===== src/rtl/flag_sched_pkg.sv =====
// Shared CPU definitions used by the flag scheduler: opcodes, branch condition
// codes, the flag pipeline entry type and the opcode-to-flag-write-mask decode.
package flag_sched_pkg;

  localparam logic [3:0] OP_ADD = 4'h0;
  localparam logic [3:0] OP_SUB = 4'h1;
  localparam logic [3:0] OP_XOR = 4'h2;
  localparam logic [3:0] OP_SLL = 4'h4;
  localparam logic [3:0] OP_SRA = 4'h5;
  localparam logic [3:0] OP_ROR = 4'h6;

  localparam logic [2:0] CC_NE  = 3'b000;
  localparam logic [2:0] CC_EQ  = 3'b001;
  localparam logic [2:0] CC_GT  = 3'b010;
  localparam logic [2:0] CC_LT  = 3'b011;
  localparam logic [2:0] CC_GE  = 3'b100;
  localparam logic [2:0] CC_LE  = 3'b101;
  localparam logic [2:0] CC_OVF = 3'b110;
  localparam logic [2:0] CC_UNC = 3'b111;

  // Flag bit order throughout is {Z,V,N}.
  typedef struct packed {
    logic       valid;
    logic [2:0] mask;
    logic [2:0] flags;
  } entry_t;

  function automatic logic [2:0] decode_mask(input logic [3:0] op);
    case (op)
      OP_ADD, OP_SUB:                 decode_mask = 3'b111;
      OP_XOR, OP_SLL, OP_SRA, OP_ROR: decode_mask = 3'b100;
      default:                        decode_mask = 3'b000;
    endcase
  endfunction

endpackage


===== src/rtl/flag_sched_entry.sv =====
// One registered flag pipeline entry (used for both MEM and WB slots).
module flag_pipe_entry
  import flag_sched_pkg::*;
(
  input  logic   clk,
  input  logic   rst_n,
  input  logic   i_load,
  input  entry_t i_d,
  output entry_t o_q
);

  entry_t r_q;

  always_ff @(posedge clk or negedge rst_n) begin
    if (!rst_n) r_q <= '0;
    else if (i_load) r_q <= i_d;
  end

  assign o_q = r_q;

endmodule


===== src/rtl/flag_sched.sv =====
// Condition-flag scheduler: tracks in-flight flag writes in MEM/WB, drives the
// flag register write port and resolves ID-stage branch conditions with forwarding.
module flag_sched
  import flag_sched_pkg::*;
(
  input  logic       clk,
  input  logic       rst,
  input  logic       ex_valid,
  input  logic [3:0] ex_op,
  input  logic [2:0] ex_flags,
  input  logic       pipe_stall,
  input  logic       pipe_flush,
  input  logic [2:0] flags_q,
  output logic [2:0] flag_wen,
  output logic [2:0] flag_din,
  input  logic       br_valid,
  input  logic [2:0] br_cond,
  output logic       br_ready,
  output logic       br_taken
);

  entry_t     w_mem_d, w_mem_q, w_wb_d, w_wb_q;
  logic [2:0] w_ex_mask, w_eff, w_req;
  logic       w_load, w_cond, w_blocked;

  assign w_ex_mask = decode_mask(ex_op);
  assign w_load    = pipe_flush | ~pipe_stall;

  // A flush squashes EX and demotes the old MEM contents to an invalid WB entry.
  always_comb begin
    w_mem_d = '{valid: ex_valid, mask: w_ex_mask, flags: ex_flags};
    w_wb_d  = w_mem_q;
    if (pipe_flush) begin
      w_mem_d       = w_mem_q;
      w_mem_d.valid = 1'b0;
      w_wb_d.valid  = 1'b0;
    end
  end

  flag_pipe_entry u_mem (
    .clk   (clk),
    .rst_n (rst),
    .i_load(w_load),
    .i_d   (w_mem_d),
    .o_q   (w_mem_q)
  );

  flag_pipe_entry u_wb (
    .clk   (clk),
    .rst_n (rst),
    .i_load(w_load),
    .i_d   (w_wb_d),
    .o_q   (w_wb_q)
  );

  assign flag_wen = (w_wb_q.valid && !pipe_stall) ? w_wb_q.mask : 3'b000;
  assign flag_din = w_wb_q.flags;

  always_comb begin
    w_eff = flags_q;
    for (int i = 0; i < 3; i++) begin
      if (ex_valid && w_ex_mask[i])             w_eff[i] = ex_flags[i];
      else if (w_mem_q.valid && w_mem_q.mask[i]) w_eff[i] = w_mem_q.flags[i];
      else if (w_wb_q.valid && w_wb_q.mask[i])   w_eff[i] = w_wb_q.flags[i];
    end
  end

  // w_eff = {Z,V,N}
  always_comb begin
    w_req  = 3'b000;
    w_cond = 1'b0;
    case (br_cond)
      CC_NE:  begin w_req = 3'b100; w_cond = ~w_eff[2];              end
      CC_EQ:  begin w_req = 3'b100; w_cond =  w_eff[2];              end
      CC_GT:  begin w_req = 3'b101; w_cond = ~w_eff[2] & ~w_eff[0];  end
      CC_LT:  begin w_req = 3'b001; w_cond =  w_eff[0];              end
      CC_GE:  begin w_req = 3'b101; w_cond =  w_eff[2] | ~w_eff[0];  end
      CC_LE:  begin w_req = 3'b101; w_cond =  w_eff[2] |  w_eff[0];  end
      CC_OVF: begin w_req = 3'b010; w_cond =  w_eff[1];              end
      CC_UNC: begin w_req = 3'b000; w_cond = 1'b1;                   end
      default: ;
    endcase
  end

  // EX flags arrive too late to feed a branch, so a dependency on them stalls it.
  assign w_blocked = rst & br_valid & ex_valid & |(w_ex_mask & w_req);
  assign br_ready  = ~w_blocked;
  assign br_taken  = rst & br_valid & ~w_blocked & w_cond;

endmodule

===== config.mk =====
export PLATFORM = sky130hd
export DESIGN_NAME = flag_sched
export DESIGN_NICKNAME = d
export VERILOG_FILES = /design/src/rtl/flag_sched_pkg.sv /design/src/rtl/flag_sched_entry.sv /design/src/rtl/flag_sched.sv
export SDC_FILE = /design/constraint.sdc
export NUM_CORES = 1
export LEC_CHECK = 0
export CAP_MARGIN = 20
export CORE_MARGIN = 1.5
export CORE_UTILIZATION = 42
export CTS_BUF_LIST = sky130_fd_sc_hd__clkbuf_4 sky130_fd_sc_hd__clkbuf_8
export DETAILED_ROUTE_END_ITERATION = 16
export PLACE_DENSITY_LB_ADDON = 0.2
export SETUP_SLACK_MARGIN = 0.2
export SYNTH_ARGS = -nofsm -noshare
export SYNTH_HDL_FRONTEND = slang
export SYNTH_SLANG_ARGS = --single-unit
export TNS_END_PERCENT = 50

===== constraint.sdc =====
create_clock -name clk -period 1.8 [get_ports clk]
set_input_delay 0.36 -clock clk [delete_from_list [all_inputs] [get_ports clk]]
set_output_delay 0.36 -clock clk [all_outputs]
set_load 0.1 [all_outputs]

==> impl_metrics.toml <==
[global_routing]
met2_usage = 0.4919
grt_antenna_before_repair = 0
grt_util_met3 = 0.07308
grt_pass1_wl_microns = 4202
track_usage = 0.2841
grt_max_degree = 13
grt.busiest_layer = "met2"
first_global_vias = 922
overflow = 0
grt.met1_usage = 0.3420

[sta]
rsz0062_at_grt = "yes"
tightest_slew_ns = 0.3334
setup_slack_ns = -0.6695
final_hold_viol_count = 0
slew_viol_final = 0
finalSetupTns_ns = -1.137
max_slew_margin = 0.7742
max_freq_mhz = 404.9
skew_ns = 0.002432
timing.final.crit_share = 1.372
layout_min_cycle_time_ns = 2.470
finalSetupViolations = 2

[cts]
cts_inserted_buffers = 3
clk_path_buf_depth = 2
hold_buffers = 0
htreeDepth = 1
clkTransAtPathRegs_ns = 0.08
worstSkewPairLatency_ns = 0.29
cts_tree = "built"
clock-sinks = 12
cts_root_buf = "clkbuf_4"

[synth]
syn_nets = 101
synth_cells = 82
synth_edf_count = 0
synth_ff_type = "dfrtp_1"
yosysWarnings = 0
post_synth_instance_area_sq_um = 827.0
yosysUniqueCellTypes = 36
ys_ff_latch = 12
avgSynthCellArea_sq_um = 10.09
async_flop_share = 1.000
synth-seq-area-share = 0.3631

[floorplanning]
die_h_microns = 47.38
dieWidth_microns = 47.38
row_count = 15
die_area_sq_um = 2244
core_area_sq_um = 1783
ios = 27
start_util = 0.4639

[worst_setup_path]
critPathRequiredTime_ns = 1.44
cpMaxStageDelayCell = "dfrtp_2"
r2r_setup_slack_ns = 0.87
reg2reg_depth = 3
critPathLaunchType = "flip-flop"
crit_type = "reg2out"
worst-path-max-fanout = 5
critPathBufInv = 2
reg2reg_to = "u_mem.o_q[6]"
r2r_start = "u_mem.o_q[6]"
cp-end-kind = "primary output"
critical_path.top_delay_family = "compound AO/OA/AOI/OAI gates"
cp_data_arrival_time_ns = 2.11
cpPeakStageDelay_ns = 0.45
crit_chain = "and3_4 -> a221oi_4 -> o31a_1 -> o311ai_1 -> buf_4 -> o31ai_4 -> buf_12"

[layout]
mostFrequentLayoutCell = "buf_4"
area_growth_pct = 79.27
stdcell_count = 162
layout-drive-gt1-share = 0.5547
diodes = 0
utilization = 0.8316
layout.nets = 157
fillCellCount = 101
mostFrequentLayoutCells = "buf_4, clkdlybuf4s50_1, dfrtp_1, mux2_2, buf_12"

[hold_path]
worstHoldPathType = "in2reg"
holdPathEnd = "u_mem.o_q[5]"
whs_path_depth = 3
holdCritStartpoint = "ex_op[3]"

[run_status]
status = "finished with violations"
violations = "negative setup slack"

[detailed_routing]
drc = 0
viasPerCell = 5.364
postRouteAntennaNets = 0
firstDrtPassIters = 4
totalWireLength_microns = 2672
vias = 869
wire_per_inst_microns = 16.49
drtIter0Drc = 38

[flow_run]
drv_cap = 0

[placement]
gp_congestion = 0.8421
place.detailed.hpwl_microns = 1743
dp_cells = 149
port_buffers = 26

[power]
peakVddDrop_mv = 0.7026
power.leakage_nw = 0.6783
p_per_area_nw_per_um2 = 672.8
## how the worst max path moves through the flow
stage | cells after the start | startpoint | end
6_report | 7 | u_wb.o_q[6] | br_taken
5_1_grt | 7 | u_wb.o_q[6] | br_taken
4_1_cts | 7 | u_wb.o_q[6] | br_taken
3_5_place_dp | 7 | ex_op[3] | br_taken
3_3_place_gp | 7 | ex_op[3] | br_taken
2_1_floorplan | 5 | ex_op[3] | br_taken
## per-stage QoR
stage	total power, mW	worst slack, ns	cell area (sq um)	hold WS [ns]
finish	0.9975	-0.6695	1483	0.3850
global route	1.034	-0.7394	1483	0.3855
CTS	0.9920	-0.6269	1493	0.3722
detailed placement	0.7332	-0.8911	1338	0.5510
global placement	0.7250	-0.8401	1338	0.5339
floorplan	0.5474	-0.8251	842.1	0.06441
## cell families after synthesis
| kind of cell | Yosys count | synth area share |
|---|---|---|
| AOI/OAI and AO/OA | 15 | 0.1619 |
| and+or+nand+nor | 35 | 0.2542 |
| DFF | 12 | 0.3631 |
| buffers and inverters | 7 | 0.04992 |
| muxes | 13 | 0.1710 |
## where the power goes
part           switching, mW  total, mW  internal (mW)  leakage, nW
clock                  0.107      0.230          0.123       0.0210
sequential            0.0281      0.332          0.304        0.147
combinational          0.222      0.435          0.213        0.511
total                  0.357      0.997          0.640        0.678
## synth_stat cells (all sizes together), types with 2 or more instances
cell type   n  area (sq um)
a21oi       2         10.01
mux2        9         101.4
nand2       8         32.54
and3b       2         20.02
o311ai      2         17.52
nor2b       2         12.51
nor2        7         28.78
buf         4         30.03
nand3       3         15.01
or2         2         12.52
dfrtp      12         300.3
nand2b      2         12.51
inv         2         7.510
o21ai       2         10.01
mux2i       4         40.04
and3        2         13.77
and2        2         12.51
## final cells by class
type	count	area (sq um)	area share
Clock buffer	4	36.28	0.02447
Tap cell	25	31.28	0.02110
Inverter	2	7.507	0.005063
Multi-Input combinational cell	63	540.5	0.3646
Sequential cell	12	302.8	0.2042
Timing Repair Buffer	56	564.3	0.3806
## tightest hold or removal path: stages
cell and delay, ns:
buf_6 0.08, buf_4 0.11, o21ai_0 0.08
## flip-flops by register name (all words and copies together) (netlist names)
signal     cells
u_wb.o_q       6
u_mem.o_q      6
## layer usage
layer / routed length [microns] / vias up / share of wire
met4: 20 / 0 / 0.0075
met2: 1425 / 30 / 0.53
met5: 0 / - / 0
met3: 135 / 3 / 0.051
li1: - / 411 / -
met1: 1090 / 425 / 0.41
## repair_timing
item | 4_1_cts | 5_1_grt
setup endpoints to repair | 5 | 5
setup buffers | 9 | 0
pin swaps | 15 | 2
gates resized for setup | 43 | 3
Note: power is estimated with default switching activity, not from simulation.
